<file path="src/rtl/lc3_pkg.sv">
// Shared LC-3 execute-stage definitions: opcodes, ALU operations, E_control
// field positions and a sign-extension helper.
package lc3_pkg;

    localparam int LC3_DATA_W = 16;
    localparam int LC3_REG_AW = 3;

    localparam logic [3:0] OP_BR  = 4'b0000;
    localparam logic [3:0] OP_ADD = 4'b0001;
    localparam logic [3:0] OP_LD  = 4'b0010;
    localparam logic [3:0] OP_ST  = 4'b0011;
    localparam logic [3:0] OP_AND = 4'b0101;
    localparam logic [3:0] OP_LDR = 4'b0110;
    localparam logic [3:0] OP_STR = 4'b0111;
    localparam logic [3:0] OP_NOT = 4'b1001;
    localparam logic [3:0] OP_LDI = 4'b1010;
    localparam logic [3:0] OP_STI = 4'b1011;
    localparam logic [3:0] OP_JMP = 4'b1100;
    localparam logic [3:0] OP_LEA = 4'b1110;

    typedef enum logic [1:0] {
        ALU_ADD  = 2'b00,
        ALU_AND  = 2'b01,
        ALU_NOT  = 2'b10,
        ALU_PASS = 2'b11
    } alu_op_e;

    localparam int EC_ALU_HI  = 5;
    localparam int EC_ALU_LO  = 4;
    localparam int EC_PCS1_HI = 3;
    localparam int EC_PCS1_LO = 2;
    localparam int EC_PCS2    = 1;
    localparam int EC_OP2SEL  = 0;

    // Sign-extends the low 'bits' bits of val to the full datapath width.
    function automatic logic [LC3_DATA_W-1:0] sext(input logic [LC3_DATA_W-1:0] val,
                                                   input int bits);
        logic signed [LC3_DATA_W-1:0] tmp;
        tmp = $signed(val << (LC3_DATA_W - bits));
        return tmp >>> (LC3_DATA_W - bits);
    endfunction

endpackage

</file>
<file path="src/rtl/lc3_execute_alu.sv">
// Combinational LC-3 ALU: ADD, AND, NOT of operand 1, or pass operand 1.
module lc3_execute_alu
    import lc3_pkg::*;
#(
    parameter int DATA_W = LC3_DATA_W
) (
    input  logic [DATA_W-1:0] op1,
    input  logic [DATA_W-1:0] op2,
    input  alu_op_e           alu_op,
    output logic [DATA_W-1:0] result
);

    always_comb begin
        result = op1;
        case (alu_op)
            ALU_ADD:  result = op1 + op2;
            ALU_AND:  result = op1 & op2;
            ALU_NOT:  result = ~op1;
            ALU_PASS: result = op1;
            default:  result = op1;
        endcase
    end

endmodule

</file>
<file path="src/rtl/lc3_execute.sv">
// LC-3 execute stage: operand bypass muxes, ALU, address adder and the
// pipeline registers feeding memory, writeback and branch control.
module lc3_execute
    import lc3_pkg::*;
#(
    parameter int DATA_W = LC3_DATA_W,
    parameter int REG_AW = LC3_REG_AW
) (
    input  logic              clock,
    input  logic              reset,
    input  logic              enable_execute,
    input  logic [5:0]        E_control,
    input  logic [1:0]        W_control_in,
    input  logic              Mem_control_in,
    input  logic [DATA_W-1:0] IR,
    input  logic [DATA_W-1:0] npc,
    input  logic [DATA_W-1:0] VSR1,
    input  logic [DATA_W-1:0] VSR2,
    input  logic              bypass_alu_1,
    input  logic              bypass_alu_2,
    input  logic              bypass_mem_1,
    input  logic              bypass_mem_2,
    input  logic [DATA_W-1:0] Mem_Bypass_Val,
    output logic [REG_AW-1:0] sr1,
    output logic [REG_AW-1:0] sr2,
    output logic [DATA_W-1:0] aluout,
    output logic [DATA_W-1:0] pcout,
    output logic [DATA_W-1:0] M_Data,
    output logic [REG_AW-1:0] dr,
    output logic [2:0]        NZP,
    output logic [DATA_W-1:0] IR_Exec,
    output logic [1:0]        W_control_out,
    output logic              Mem_control_out
);

    // enable_execute is the only flow control: on a rising edge with it high
    // every register loads; with it low every register holds. No back-pressure.

    logic [3:0]        opcode;
    logic              is_store;
    logic              is_alu;
    logic              writes_dr;
    logic [DATA_W-1:0] op1;
    logic [DATA_W-1:0] reg_op2;
    logic [DATA_W-1:0] alu_op2;
    logic [DATA_W-1:0] alu_result;
    logic [DATA_W-1:0] offset;
    logic [DATA_W-1:0] base;
    logic [DATA_W-1:0] pc_sum;
    logic [DATA_W-1:0] aluout_d;
    logic [DATA_W-1:0] m_data_d;
    logic [REG_AW-1:0] dr_d;
    logic [2:0]        nzp_d;

    assign opcode    = IR[15:12];
    assign is_store  = (opcode == OP_ST) || (opcode == OP_STR) || (opcode == OP_STI);
    assign is_alu    = (opcode == OP_ADD) || (opcode == OP_AND) || (opcode == OP_NOT);
    assign writes_dr = is_alu || (opcode == OP_LD) || (opcode == OP_LDR) ||
                       (opcode == OP_LDI) || (opcode == OP_LEA);

    // Stores read the source data register from the DR field.
    assign sr1 = IR[8:6];
    assign sr2 = is_store ? IR[11:9] : IR[2:0];

    // ALU forwarding wins over memory forwarding: it carries the younger result.
    assign op1     = bypass_alu_1 ? aluout : (bypass_mem_1 ? Mem_Bypass_Val : VSR1);
    assign reg_op2 = bypass_alu_2 ? aluout : (bypass_mem_2 ? Mem_Bypass_Val : VSR2);
    assign alu_op2 = E_control[EC_OP2SEL] ? reg_op2 : sext(DATA_W'(IR[4:0]), 5);

    lc3_execute_alu #(.DATA_W(DATA_W)) u_alu (
        .op1    (op1),
        .op2    (alu_op2),
        .alu_op (alu_op_e'(E_control[EC_ALU_HI:EC_ALU_LO])),
        .result (alu_result)
    );

    always_comb begin
        offset = '0;
        case (E_control[EC_PCS1_HI:EC_PCS1_LO])
            2'b00:   offset = sext(DATA_W'(IR[10:0]), 11);
            2'b01:   offset = sext(DATA_W'(IR[8:0]), 9);
            2'b10:   offset = sext(DATA_W'(IR[5:0]), 6);
            default: offset = '0;
        endcase
    end

    assign base   = E_control[EC_PCS2] ? npc : op1;
    assign pc_sum = base + offset;

    always_comb begin
        aluout_d = is_alu ? alu_result : pc_sum;
        m_data_d = is_store ? reg_op2 : '0;
        dr_d     = writes_dr ? IR[11:9] : '0;
        nzp_d    = 3'b000;
        if (opcode == OP_BR) begin
            nzp_d = IR[11:9];
        end else if (opcode == OP_JMP) begin
            nzp_d = 3'b111;
        end
    end

    always_ff @(posedge clock or negedge reset) begin
        if (!reset) begin
            aluout          <= '0;
            pcout           <= '0;
            M_Data          <= '0;
            dr              <= '0;
            NZP             <= '0;
            IR_Exec         <= '0;
            W_control_out   <= '0;
            Mem_control_out <= 1'b0;
        end else if (enable_execute) begin
            aluout          <= aluout_d;
            pcout           <= pc_sum;
            M_Data          <= m_data_d;
            dr              <= dr_d;
            NZP             <= nzp_d;
            IR_Exec         <= IR;
            W_control_out   <= W_control_in;
            Mem_control_out <= Mem_control_in;
        end
    end

endmodule

</file>
<file path="config.mk">
export PLATFORM = sky130hd
export DESIGN_NAME = lc3_execute
export DESIGN_NICKNAME = d
export VERILOG_FILES = /design/src/rtl/lc3_pkg.sv /design/src/rtl/lc3_execute_alu.sv /design/src/rtl/lc3_execute.sv
export SDC_FILE = /design/constraint.sdc
export NUM_CORES = 1
export LEC_CHECK = 0
export CAP_MARGIN = 20
export CELL_PAD_IN_SITES_DETAIL_PLACEMENT = 2
export CELL_PAD_IN_SITES_GLOBAL_PLACEMENT = 2
export CORE_MARGIN = 3
export CORE_UTILIZATION = 28
export DETAILED_ROUTE_END_ITERATION = 7
export HOLD_SLACK_MARGIN = 0.08
export PLACE_DENSITY_LB_ADDON = 0.1
export SLEW_MARGIN = 10
export SYNTH_ARGS = -nofsm -noshare
export SYNTH_HDL_FRONTEND = slang
export SYNTH_SLANG_ARGS = --single-unit
</file>
<file path="constraint.sdc">
create_clock -name clock -period 3.4 [get_ports clock]
set_clock_uncertainty 0.1 [all_clocks]
set_input_delay 0.68 -clock clock [delete_from_list [all_inputs] [get_ports clock]]
set_output_delay 0.68 -clock clock [all_outputs]
set_load 0.005 [all_outputs]
</file>
# Word level (Yosys, flattened, before mapping)
# Index checks and enable logic that the tools add are counted.
# classes
n_reduce_logical	11
mux	14
n_eq_ne	16
addsub	2
bitwise_logic	2
# op_table
op	n
$mux W16	8
$pmux W16 S4	1
$pmux W16 S3	1
$add A16 B16 Y16	2
$eq A4 B4 Y1 const B	5
$and A16 B16 Y16	1
$not A16 Y16	1
$eq A4 B3 Y1 const B	3
$mux W3	4
$eq A4 B2 Y1 const B	2
$logic_or A1 B1 Y1	8
$eq A2 B2 Y1 const B	3
$eq A2 B1 Y1 const B	2
$eq A4 B1 Y1 const B	1
$logic_not A2 Y1	2
$logic_not A4 Y1	1
# totals
reg_bits	73
out_inout_bits	79

# Depth between registers and ports, before layout
# Gate-level depths: netlist of run 1.
# depth
depth_word	8
ltp_mapped	15

# Modules after synthesis
# Synthesis of run 1 repeated with hierarchy kept, for this count alone.
# unflattened
cells_unflattened	707
hier_area_um2	6129.6
# by_module_without_submodules
mod	area_per_inst_um2	seq_area_each_um2	cells_per_inst	instances
lc3_execute	4823.4	1826.8	521	1
lc3_execute_alu	1306.3	0.0	186	1

# Worst setup path after synthesis of run 1
# OpenSTA, ideal clock, no wires.
# synth_timing
kind	input port to flip-flop
from	in bypass_mem_2
to	reg aluout[14]
path_stages	13
required_ns	3.153
arrival_ns	3.453
setup_ns	0.147
setup_slack_ns	-0.301
cell_sequence	buf_2 > buf_2 > mux2i_1 > o21ai_0 > mux2_2 > ha_1 > fa_1 > a211oi_2 > o21bai_2 > a221oi_2 > mux2_1 > nor2_1 > a211oi_1
# synth_between
elab_chain_cells	6
# synth_lines
element	line_no	source
start: declaration	lc3_execute.sv:22	input logic bypass_mem_2,
$mux W16 (*) (2 in series)	lc3_execute.sv:67	assign reg_op2 = bypass_alu_2 ? aluout : (bypass_mem_2 ? Mem_Bypass_Val : VSR2);
$mux W16 (*)	lc3_execute.sv:68	assign alu_op2 = E_control[EC_OP2SEL] ? reg_op2 : sext(DATA_W'(IR[4:0]), 5);
$add A16 B16 Y16 / $and A16 B16 Y16 (equally long branches)	lc3_execute_alu.sv:16, lc3_execute_alu.sv:17	
$pmux W16 S4 (*)	lc3_execute_alu.sv:15	case (alu_op)
$mux W16 (*)	lc3_execute.sv:91	aluout_d = is_alu ? alu_result : pc_sum;
end signal: assignment	lc3_execute.sv:113	aluout <= aluout_d;
end: declaration	lc3_execute.sv:26	output logic [DATA_W-1:0] aluout,
# Every way passes the cells marked *; elsewhere a longest branch is shown, timed or not.
# A chain may end at the register's enable or synchronous reset.

# Worst setup path after layout of run 1
# layout_timing
from	in Mem_Bypass_Val[0]
to	reg aluout[6]
# layout_between
elab_chain_cells	6
# layout_lines
element	line_no	source
start: declaration	lc3_execute.sv:23	input logic [DATA_W-1:0] Mem_Bypass_Val,
$mux W16 (2 in series)	lc3_execute.sv:67	
$mux W16	lc3_execute.sv:68	
$add A16 B16 Y16	lc3_execute_alu.sv:16	ALU_ADD: result = op1 + op2;
$pmux W16 S4	lc3_execute_alu.sv:15	
$mux W16 (*)	lc3_execute.sv:91	
# Marked as above.

==> qor.yml, run 1 <==
path_class: "input port to flop"
via_per_inst: 5.21
syn_avg_cell_area_sq_um: 8.63
synthDistinctLibCells: 67
io_pins: 175
grt_use_total_pct: 24.0
seq_area_frac_synth_pct: 29.8
p_seq_share_pct: 25.8
cpMaxStageDelayCell: "fa_2"
clkTransAtPathRegs_ps: 70
vias: 6696
postRouteWirelength_um: 29200
synth_edf_count: 0
synthTopCellsByArea: "dfrtp_1 (30%), mux2_2 (6.8%), ha_1 (6.3%), mux2i_1 (6.0%), o21ai_0 (5.1%)"
whs_ps: 156
p_switching_mw: 1.77
setup_viol: 0
cts_made_buffers: 9
hold_violations: 0
postRouteAntennaNets: 0
clk_latency_ps: 350
worst_setup_path_end_kind: "flop"
fin_setup_tns_ps: 0
cpPeakStageDelay_ps: 380
switching_share_pct: 38.3
grt_pass1_vias: 7708
hp-class: "input port to asynchronous set/reset pin"
wl_per_cell_um: 22.7
async_reset_ff_share_pct: 100
die-height_um: 154
port_buffers: 174
layout-drive-gt1-share_pct: 25.8
cts_tree: "yes"
ys_seq_elements: 73
die_x_um: 154
first_iter_violations: 223
core_area_sq_mm: 0.0212
grt_max_degree: 74
maxSlewHeadroom_pct: 61.1
path_delay_family: "compound AO/OA/AOI/OAI gates"
cts.path.max_buffers: 2
cp.required_ps: 3530
critPathMaxFanout: 3
htree_levels: 3
yosysWarnings: 0
syn2layout_area_growth_pct: 59.4
comb_power_share_pct: 53.0
cts_hold_buf: 0
clockPowerShare_pct: 21.2
dr.pass1.iters: 4
total_leakage_power_nw: 4.45
overflow: 0
cp.arrival_ps: 3460
netlist_instances: 709
ir_drop_uv: 236
ys.flop_type: "dfrtp_1"
worst-path-buf-inv: 5
final_nets: 1134
antenna_found_initial: 1
outcome: "finished, final reports clean"
num_rows: 53
cp_cell_sequence: "dlygate4sd2_1 -> mux2i_1 -> nor2_1 -> a21oi_1 -> buf_4 -> buf_4 -> inv_2 -> ha_4 -> fa_2 -> a211oi_4 -> o21bai_4 -> buf_6 -> nand4_1 -> o41a_1 -> nand3_2 -> a221o_1"
post-route-period-util_pct: 97.9
cp_common_cell: "buf_4"
initial_core_util_pct: 28.9
hpwl_um: 23200
cts_root_buf: "clkbuf_16"
max_freq_mhz: 300
synth_area_sq_mm: 0.00612
ff2ff_path_depth: 12
drv_slew: 0
rsz0062_at_grt: "yes"
crit_path_start_kind: "input port"
worstMarginPinSlew_ps: 582
drc: 0
globalplace.congestion: 0.845
grt_pass1_wl_um: 44600
syn_nets: 838
synth_top_area_share_pct: 29.8
p_int_mw: 2.86
dieArea_sq_mm: 0.0237
crit_cells: 16
cts.sinks: 73
drv_cap: 0
yosysTopAreaCell: "dfrtp_1"
pwr_density_cell_mw_per_mm2: 474
finalCriticalPeriod_ps: 3330
-- metrics by stage --
stage	power (mW)	instance area, sq um	instances	util [%]	setup WS, ps
floorplan	2.19	6140	709	-	4.46
global placement	3.39	9120	1258	43.0	-677
detailed placement	3.49	9120	1258	43.0	-703
CTS	4.59	9540	1276	45.0	-4.86
global route	4.92	9760	1286	46.0	-45.4
finish	4.63	9760	1286	46.0	72.0
-- Yosys cell counts (all sizes together) (9+ instances only) --
cell type,instances
a211oi,14
a21o,33
a21oi,52
a221oi,9
and2,9
buf,21
clkbuf,23
dfrtp,73
ha,31
inv,32
mux2,39
mux2i,38
nand2,67
nor2,45
nor2b,21
nor3,12
o21ai,66
xnor2,30
-- what timing repair did --
action	in CTS	in global routing
endpoints found under the setup margin	24	19
gates resized for setup	34	35
pin swaps	7	15
buffers inserted	2	8
-- flip-flops by register name, indices dropped and copies added (netlist names) --
signal	flops
pcout	16
Mem_control_out	1
W_control_out	2
M_Data	16
dr	3
IR_Exec	16
aluout	16
NZP	3
-- logic make-up after synthesis --
kind of cell             share of synthesized area [%]
AO/OA/AOI/OAI                                     25.2
XOR/XNOR                                          5.01
adder cells (fa/ha/maj)                           6.99
buffers and inverters                             5.56
flip-flops                                        29.8
multiplexers                                      13.5
AND/OR/NAND/NOR                                   13.9
-- final timing paths --
kind | end | slack (ps) | startpoint
min | M_Data[12]$_DFFE_PN0P_ | 160 | reset
max in group asynchronous | IR_Exec[7]$_DFFE_PN0P_ | 2430 | reset
max reg2reg | aluout[6]$_DFFE_PN0P_ | 370 | aluout[0]$_DFFE_PN0P_
max | aluout[6]$_DFFE_PN0P_ | 70 | Mem_Bypass_Val[0]
min reg2reg | M_Data[3]$_DFFE_PN0P_ | 380 | M_Data[3]$_DFFE_PN0P_
min in group clock | M_Data[3]$_DFFE_PN0P_ | 380 | M_Data[3]$_DFFE_PN0P_
-- layer usage --
layer  routed length (um)  share of wire, %  global-route usage, %
met5                    0                 0                      0
met4                  454               1.6                   5.97
met3                 1230               4.2                   3.55
met2                14100                48                   41.4
met1                13400                46                   31.6
-- cell type report --
| cell class | count | area (sq um) |
|---|---|---|
| Antenna cell | 1 | 2.50 |
| Clock buffer | 11 | 253 |
| Clock inverter | 5 | 37.5 |
| Fill cell | 2315 | 11500 |
| Inverter | 33 | 124 |
| Multi-Input combinational cell | 559 | 4190 |
| Sequential cell | 73 | 1830 |
| Tap cell | 275 | 344 |
| Timing Repair Buffer | 329 | 2980 |
-- power groups by stage --
| stage | Combinational, mW | Sequential (mW) | Clock (mW) |
|---|---|---|---|
| 3_5_place_dp | 2.28 | 1.21 | 0 |
| 2_1_floorplan | 1.03 | 1.15 | 0 |
| 6_report | 2.46 | 1.19 | 0.982 |
| 5_1_grt | 2.66 | 1.22 | 1.04 |
| 4_1_cts | 2.38 | 1.20 | 1.01 |
| 3_3_place_gp | 2.20 | 1.20 | 0 |
-- placed cells by master, fill, tap and decap left out, types with 19 or more instances in the layout --
cell	count
dfrtp_1	73
xnor2_1	27
mux2_2	35
nor2b_1	19
a21o_1	33
mux2i_1	36
nand2_1	67
o21ai_0	53
buf_4	148
clkdlybuf4s50_1	163
nor2_1	45
ha_1	26
a21oi_1	48
inv_1	29
No activity file was read; power rests on OpenSTA's default activity.
==> run 2, diff against run 1 <==
HOLD_SLACK_MARGIN = unset   (was 0.08)
==> results of run 2 <==
No change in the layout: final DEF, timing and power equal those of run 1.
==> run 3, diff against run 2 <==
CORE_MARGIN = unset   (was 3)
==> qor.yml, run 3 (synthesis gave the netlist of run 1 again) <==
outcome: "finished, final reports clean"
nFillCells: 2344
cts_made_buffers: 9
layout-drive-gt1-share_pct: 25.8
cp_cell_sequence: "clkdlybuf4s50_1 -> nand2_2 -> and2_1 -> ha_2 -> inv_2 -> fa_2 -> nor2b_2 -> o31a_1 -> o31ai_4 -> a32oi_2 -> xnor2_2 -> a32oi_1"
wl_per_cell_um: 22.7
cpMaxStageDelayCell: "clkdlybuf4s50_1"
maxSlewHeadroom_pct: 30.6
via_per_inst: 5.21
die-height_um: 150
syn2layout_area_growth_pct: 57.7
regToRegStartpoint: "aluout[0]$_DFFE_PN0P_"
diodes: 0
finalCriticalPeriod_ps: 3300
clk_latency_ps: 350
multi_input_area_sq_mm: 0.00415
grt_use_total_pct: 26.3
path_class: "input port to flop"
postRouteWirelength_um: 29200
highest_layer: "met4"
post-route-period-util_pct: 97.2
grt_pass1_vias: 7531
drc: 0
final_nets: 1131
worst_setup_path_end_kind: "flop"
cp-startpoint: "E_control[2]"
dieArea_sq_mm: 0.0225
clkTransAtPathRegs_ps: 70
ir_drop_uv: 247
wl_met2_um: 14500
cp.arrival_ps: 3420
place_ws_ps: -769
grt_max_degree: 74
seqCellArea_sq_mm: 0.00183
cpPeakStageDelay_ps: 570
cts.path.max_buffers: 2
io_pins: 175
fin_ws_ps: 95.0
cts_tree: "yes"
cts_root_buf: "clkbuf_16"
hpwl_um: 22700
fin_cells: 1282
pwr_density_cell_mw_per_mm2: 478
design_area_sq_mm: 0.00965
final_common_cell: "clkdlybuf4s50_1"
postRouteAntennaNets: 0
dr.pass1.iters: 4
placed_cell_area_sq_mm: 0.00911
timing.rr.end: "aluout[14]$_DFFE_PN0P_"
ff2ff_setup_slack_ps: 440
crit_path_start_kind: "input port"
globalplace.congestion: 0.851
die_x_um: 150
dr_wl_met3_um: 1230
overflow: 0
drv_slew: 0
hp-class: "input port to asynchronous set/reset pin"
cts.sinks: 73
power.total_mw: 4.61
worstMarginPinSlew_ps: 1040
critPathMaxFanout: 6
core_area_sq_mm: 0.0212
initial_core_util_pct: 28.9
drv_cap: 0
antenna_found_initial: 1
dp_cells: 1260
setup_viol: 0
final_cell_mix: "clkdlybuf4s50_1 (162), buf_4 (146), dfrtp_1 (73)"
hold_violations: 0
vias: 6681
max_freq_mhz: 303
port_buffers: 174
first_iter_violations: 163
htree_levels: 3
critPathCapture: "aluout[12]$_DFFE_PN0P_"
grt_pass1_wl_um: 44300
total_leakage_power_nw: 4.42
cp.required_ps: 3520
ff2ff_path_depth: 11
num_rows: 53
met1_length_um: 13000
[run 3: per-layer routing]
metal,vias up,GRT usage [%]
met3,28,3.08
met1,3332,33.6
li1,3150,-
met5,-,0
met4,0,6.97
met2,171,46.6
[run 3: repair_timing]
item	CTS	global route
resized for setup	38	32
pin swaps	13	22
buffers inserted	5	2
setup endpoints to repair	21	18
hold buffers	0	0
[run 3: worst min path at each step]
stage | startpoint | end | slack, ps | depth (start not counted)
finish | reset | M_Data[12]$_DFFE_PN0P_ | 380 | 1
global route | M_Data[14]$_DFFE_PN0P_ | M_Data[14]$_DFFE_PN0P_ | 400 | 1
CTS | M_Data[14]$_DFFE_PN0P_ | M_Data[14]$_DFFE_PN0P_ | 390 | 1
detailed placement | M_Data[14]$_DFFE_PN0P_ | M_Data[14]$_DFFE_PN0P_ | 370 | 1
global placement | M_Data[2]$_DFFE_PN0P_ | M_Data[2]$_DFFE_PN0P_ | 370 | 1
floorplan | reset | IR_Exec[0]$_DFFE_PN0P_ | 280 | 0
[run 3: per-stage QoR]
stage | utilization [%] | TNS [ps] | hold WS [ps]
floorplan | - | 0 | 284
global placement | 42.9 | -11130 | 367
detailed placement | 42.9 | -13930 | 370
CTS | 45.0 | 0 | 386
global route | 45.5 | -26.4 | 397
finish | 45.5 | 0 | 377
[run 3: area by class of cell]
cell class	count	share of cell area [%]
well taps	275	3.56
multi-input cells	559	43.0
flip-flops and latches	73	18.9
inverters	33	1.28
clock buffers	11	2.62
repair buffers	326	30.2
clock inverters	5	0.389
[run 3: power breakdown]
group          internal (mW)  switching [mW]  leakage [nW]
logic                   1.27            1.15          3.39
clock network          0.539           0.459         0.138
registers               1.02           0.172         0.891
total                   2.83            1.78          4.42
[run 3: worst max-delay path, delay by kind of cell]
family / cells / cell delay [ps]
AOI/OAI and AO/OA: 4 / 1020
xor gates and xnor gates: 1 / 280
adders and majority gates: 2 / 400
buffers and inverters: 2 / 620
and+or+nand+nor: 3 / 410
